## config.mk

```make
export PLATFORM = sky130hd
export DESIGN_NAME = cache_update_arbiter
export DESIGN_NICKNAME = d
export VERILOG_FILES = /design/src/rtl/cache_update_arbiter.sv
export SDC_FILE = /design/constraint.sdc
export NUM_CORES = 1
export LEC_CHECK = 0
export BUFFER_PORTS_ARGS = -buffer_cell sky130_fd_sc_hd__buf_2
export CORE_MARGIN = 3
export CORE_UTILIZATION = 31
export DETAILED_ROUTE_END_ITERATION = 8
export GPL_TIMING_DRIVEN = 0
export PLACE_DENSITY = 0.6
export SLEW_MARGIN = 25
export SYNTH_ARGS = -nofsm -noshare
export SYNTH_HDL_FRONTEND = slang
export SYNTH_SLANG_ARGS = --single-unit
```

## constraint.sdc

```tcl
create_clock -name clk -period 2.6 [get_ports clk]
set_clock_uncertainty 0.15 [all_clocks]
set_input_delay 0 -clock clk [delete_from_list [all_inputs] [get_ports clk]]
set_output_delay 0 -clock clk [all_outputs]
set_load 0.01 [all_outputs]
```

## src/rtl/cache_update_arbiter.sv

```systemverilog
// cache_update_arbiter
//   Round-robin arbiter that funnels NUM_REQ cache update requesters onto a
//   single registered cache update port. While an AXI read is waiting for
//   the shared cache read port (rd_pending), at most MAX_BURST consecutive
//   update beats are granted before a one-cycle READ_SLOT gap is inserted
//   so the read can get through.
//
//   Optional feature macro: UPDATE_ARB_STATS_EN
//     defined   -> per-requester 16-bit saturating grant counters readable
//                  through stat_sel / stat_count
//     undefined -> no counters, stat_count is constant zero
//
//   state     | meaning
//   ----------+-------------------------------------------------------------
//   ARB       | normal round-robin arbitration, one grant per cycle possible
//   READ_SLOT | one-cycle gap with no grants, leaves cache port to the read

module cache_update_arbiter #(
    parameter int NUM_REQ   = 4,
    parameter int MAX_BURST = 8
) (
    input  logic                   clk,
    input  logic                   rst_n,
    input  logic [NUM_REQ-1:0]     req_valid,
    output logic [NUM_REQ-1:0]     req_ready,
    input  logic [NUM_REQ*32-1:0]  req_addr,
    input  logic [NUM_REQ*32-1:0]  req_data,
    input  logic                   rd_pending,
    output logic                   update_valid,
    output logic [31:0]            update_addr,
    output logic [31:0]            update_data,
    output logic [2:0]             grant_id,
    input  logic [2:0]             stat_sel,
    output logic [15:0]            stat_count
);

    typedef enum logic {
        ARB       = 1'b0,
        READ_SLOT = 1'b1
    } state_t;

    state_t      state;
    state_t      state_nxt;
    logic [2:0]  last_grant;
    logic [7:0]  burst_cnt;
    logic [7:0]  burst_nxt;
    logic [2:0]  winner;
    logic        found;
    logic        accept;
    logic [31:0] sel_addr;
    logic [31:0] sel_data;

    // Round-robin search: the valid requester closest after last_grant wins.
    // Offsets are scanned from farthest to nearest so the nearest one is the
    // last assignment and therefore takes priority.
    always_comb begin
        winner = '0;
        found  = 1'b0;
        for (int off = NUM_REQ; off >= 1; off--) begin
            for (int i = 0; i < NUM_REQ; i++) begin
                if (req_valid[i] && (((int'(last_grant) + off) % NUM_REQ) == i)) begin
                    winner = 3'(i);
                    found  = 1'b1;
                end
            end
        end
    end

    // One-hot ready and the winner's fields; ready is held low in reset and
    // during the read slot, and never looks at rd_pending.
    always_comb begin
        req_ready = '0;
        sel_addr  = '0;
        sel_data  = '0;
        for (int i = 0; i < NUM_REQ; i++) begin
            if (rst_n && (state == ARB) && found && (winner == 3'(i))) begin
                req_ready[i] = 1'b1;
                sel_addr     = req_addr[32*i +: 32];
                sel_data     = req_data[32*i +: 32];
            end
        end
    end

    assign accept = |req_ready;

    // Next-state and burst counter: a full burst under a pending read forces
    // one READ_SLOT cycle; rd_pending low always clears the count.
    always_comb begin
        state_nxt = state;
        burst_nxt = burst_cnt;
        case (state)
            ARB: begin
                if (!rd_pending) begin
                    burst_nxt = '0;
                end else if (accept) begin
                    if ((burst_cnt + 8'd1) == 8'(MAX_BURST)) begin
                        burst_nxt = '0;
                        state_nxt = READ_SLOT;
                    end else begin
                        burst_nxt = burst_cnt + 8'd1;
                    end
                end
            end
            READ_SLOT: begin
                state_nxt = ARB;
                if (!rd_pending) begin
                    burst_nxt = '0;
                end
            end
            default: begin
                state_nxt = ARB;
                burst_nxt = '0;
            end
        endcase
    end

    // State, burst count and round-robin pointer registers.
    always_ff @(posedge clk or negedge rst_n) begin
        if (!rst_n) begin
            state      <= ARB;
            burst_cnt  <= '0;
            last_grant <= 3'(NUM_REQ - 1);
        end else begin
            state     <= state_nxt;
            burst_cnt <= burst_nxt;
            if (accept) begin
                last_grant <= winner;
            end
        end
    end

    // Registered update port: strobe every accepted beat, hold fields otherwise.
    always_ff @(posedge clk or negedge rst_n) begin
        if (!rst_n) begin
            update_valid <= 1'b0;
            update_addr  <= '0;
            update_data  <= '0;
            grant_id     <= '0;
        end else begin
            update_valid <= accept;
            if (accept) begin
                update_addr <= sel_addr;
                update_data <= sel_data;
                grant_id    <= winner;
            end
        end
    end

`ifdef UPDATE_ARB_STATS_EN
    logic [15:0] stat_cnt [NUM_REQ];

    // Per-requester grant counters, saturating at all-ones.
    always_ff @(posedge clk or negedge rst_n) begin
        if (!rst_n) begin
            for (int i = 0; i < NUM_REQ; i++) begin
                stat_cnt[i] <= '0;
            end
        end else begin
            for (int i = 0; i < NUM_REQ; i++) begin
                if (req_ready[i] && (stat_cnt[i] != 16'hFFFF)) begin
                    stat_cnt[i] <= stat_cnt[i] + 16'd1;
                end
            end
        end
    end

    // Statistics read mux; selects beyond NUM_REQ read zero.
    always_comb begin
        stat_count = '0;
        for (int i = 0; i < NUM_REQ; i++) begin
            if (stat_sel == 3'(i)) begin
                stat_count = stat_cnt[i];
            end
        end
    end
`else
    // stat_sel is masked to zero so it stays referenced; output is always 0.
    assign stat_count = {13'd0, stat_sel & 3'b000};
`endif

endmodule

```

==> metrics.csv <==
metric,value,unit
numCtsBuffers,9,
crit_buf_inv,4,
sw_frac_of_total,37.5,%
syn_area_per_cell,8.40,um2
end_kind,primary output,
final_util,60.2,%
fin_area,0.00978,mm2
vias,7356,
status,"complete, no violations",
drive_above_1_share,38.4,%
viasPerCell,5.15,
start_util,32.3,%
fin_crit,2.45,ns
cp_slowest_cell,or3b_1,
drcViolationCount,0,
place_area,0.00727,mm2
start_kind,flip-flop,
drtPass1Iterations,5,
p_leak,4.72,nW
antenna_found_initial,1,
overflow,0,
fillCellCount,1391,
wire_per_inst,18.5,um
die_area,0.0185,mm2
worstSetupPathType,flip-flop to primary output,
crit_chain,"buf_2, or3b_1, o211ai_2, buf_4, buf_4, and2_1, buf_2",
grt_max_degree,43,
path_max_fanout,10,
critPathTopFamily,buffers and inverters,
slew_violations,0,
dp_cells,1191,
layout_common_cells,"buf_2 (374), dlygate4sd3_1 (219), nand2_1 (135)",
hold_ws,0.0148,ns
ys_warn_count,0,
period_share,94.0,%
core_area,0.0162,mm2
grt_pass1_wl,39.8,mm
layout_commonest_cell,buf_2,
synth_area_leaders,"dfrtp_1 (36%), o221ai_1 (11%), nand2_1 (9.7%)",
drtIter0Drc,296,
clock_power_share,23.2,%
fp.dieH,136,um
rows,46,
ys_seq_area_share,37.2,%
seqPwrFrac,31.8,%
area_growth,86.3,%
totalWireLength,26.4,mm
worst_slew_pin_slew,0.586,ns
clockBufferDepth,2,
ir_drop,0.272,mV
fmax,409,MHz
ctsHtreeMaxLevel,3,
root_buffer,clkbuf_16,
io_buffers,333,
final_antenna_net_count,0,
grt_pass1_vias,7663,
synth_cell_types,38,
pin_count,354,
fin_cells,1427,
setup_violations,0,
power.switching,1.91,mW
cp.arrival,2.30,ns
globalplace.congestion,0.808,
relSlewSlack,61.0,%
synthesis.area,0.00525,mm2
die_x,136,um
clk_pin_slew,0.06,ns
critPathRequiredTime,2.45,ns
min_path_type,input pin to flip-flop,
hold_viol_final,0,
tritoncts,built,
maxCapViolations,0,
track_usage,27.4,%
clock-sinks,78,
finalPower,5.09,mW
synthCells,625,
comb_power_share,45.0,%
clkLatencyLatePin,0.33,ns
yosys_register_bits,78,
yosys.area.top_type,dfrtp_1,
synth_top_area_share,36.2,%
rsz0062_at_grt,false,
cpPeakStageDelay,0.41,ns
p_per_area,520,mW/mm2
p_int,3.18,mW
layout.nets,1473,
post_cts_buffers,0,
hpwl,17.5,mm
## stage by stage
stage | setup TNS [ns] | worst slack (ns)
after global routing | 0 | 0.00116
after floorplan | 0 | 0.624
final | 0 | 0.155
after CTS | 0 | 0.00606
after detailed placement | 0 | 0.211
after global placement | -54.33 | -0.886
## final timing paths
check | cells past startpoint | startpoint | slack (ns) | to
max | 7 | last_grant[1] | 0.15 | req_ready[0]
min | 5 | req_data[83] | 0.01 | update_data[19]
max reg2reg | 8 | last_grant[1] | 0.21 | update_addr[11]
min reg2reg | 2 | update_addr[6] | 0.33 | update_addr[6]
max in group asynchronous | 4 | rst_n | 1.68 | last_grant[1]
min in group asynchronous | 3 | rst_n | 0.05 | update_data[3]
## cell usage after synthesis (all sizes together)
library cell and n:
a31oi 2, or3b 1, nor3b 1, nand3 4, buf 72, dfstp 2, xor2 8, and2 1
nand4 3, o221ai 64, inv 6, ha 2, o31ai 1, nand2 135, o311ai 1, or4 1
a211oi 65, dfrtp 76, and3 5, nor4b 1, nor3 67, nor2 15, nand2b 3, o211ai 1
a21oi 4, or2 1, o21ai 67, clkbuf 11, a211o 1, conb 1, a21bo 1, o31a 1
xnor2 1
## timing repair
| action | 4_1_cts | 5_1_grt |
|---|---|---|
| gates resized for setup | 0 | 15 |
| hold buffers | 220 | 0 |
| endpoints found under the hold margin | 149 | 0 |
| pin swaps | 1 | 1 |
| endpoints found under the setup margin | 1 | 50 |
## layout make-up
type                    instances  area, um2  area share [%]
well taps                     216        270            2.76
diodes                          2       5.00          0.0512
inverters                       6       22.5           0.230
clock inverters                 2       10.0           0.102
clock buffers                  13        260            2.66
plain buffers                  82        487            4.98
multi-input cells             474       2860            29.2
repair buffers                554       3910            40.0
flip-flops and latches         78       1950            20.0
## sequential cells by signal, indices dropped and copies added (netlist names)
name / cells
update_addr: 32
update_data: 32
burst_cnt: 8
grant_id: 2
last_grant: 2
state: 1
update_valid: 1
## metal layers
metal  track usage, %  part of all wire [%]
met5                0                     0
met4             15.5                   5.0
met3             6.00                   7.9
met2             45.7                    48
met1             32.6                    39
## power by group through the flow
stage	combinational, mW	sequential (mW)	clock [mW]
2_1_floorplan	1.00	1.75	0
3_3_place_gp	1.99	1.62	0
3_5_place_dp	2.00	1.63	0
4_1_cts	2.27	1.62	1.23
5_1_grt	2.48	1.65	1.27
6_report	2.29	1.62	1.18
## tightest hold or removal path, cell delays in order
cell	delay, ns
buf_2	0.10
nand2_1	0.05
nor3_1	0.05
a211oi_2	0.18
o21ai_1	0.08
## cell families after synthesis
group / Yosys count / synth area share (%)
buf+inv: 89 / 9.68
fa+ha+maj: 2 / 0.477
flops: 78 / 37.2
compound gates: 208 / 31.4
xor+xnor: 9 / 1.50
simple gates: 238 / 19.7
other cells: 1 / 0.0715
Note: power is estimated with default switching activity, not from simulation.
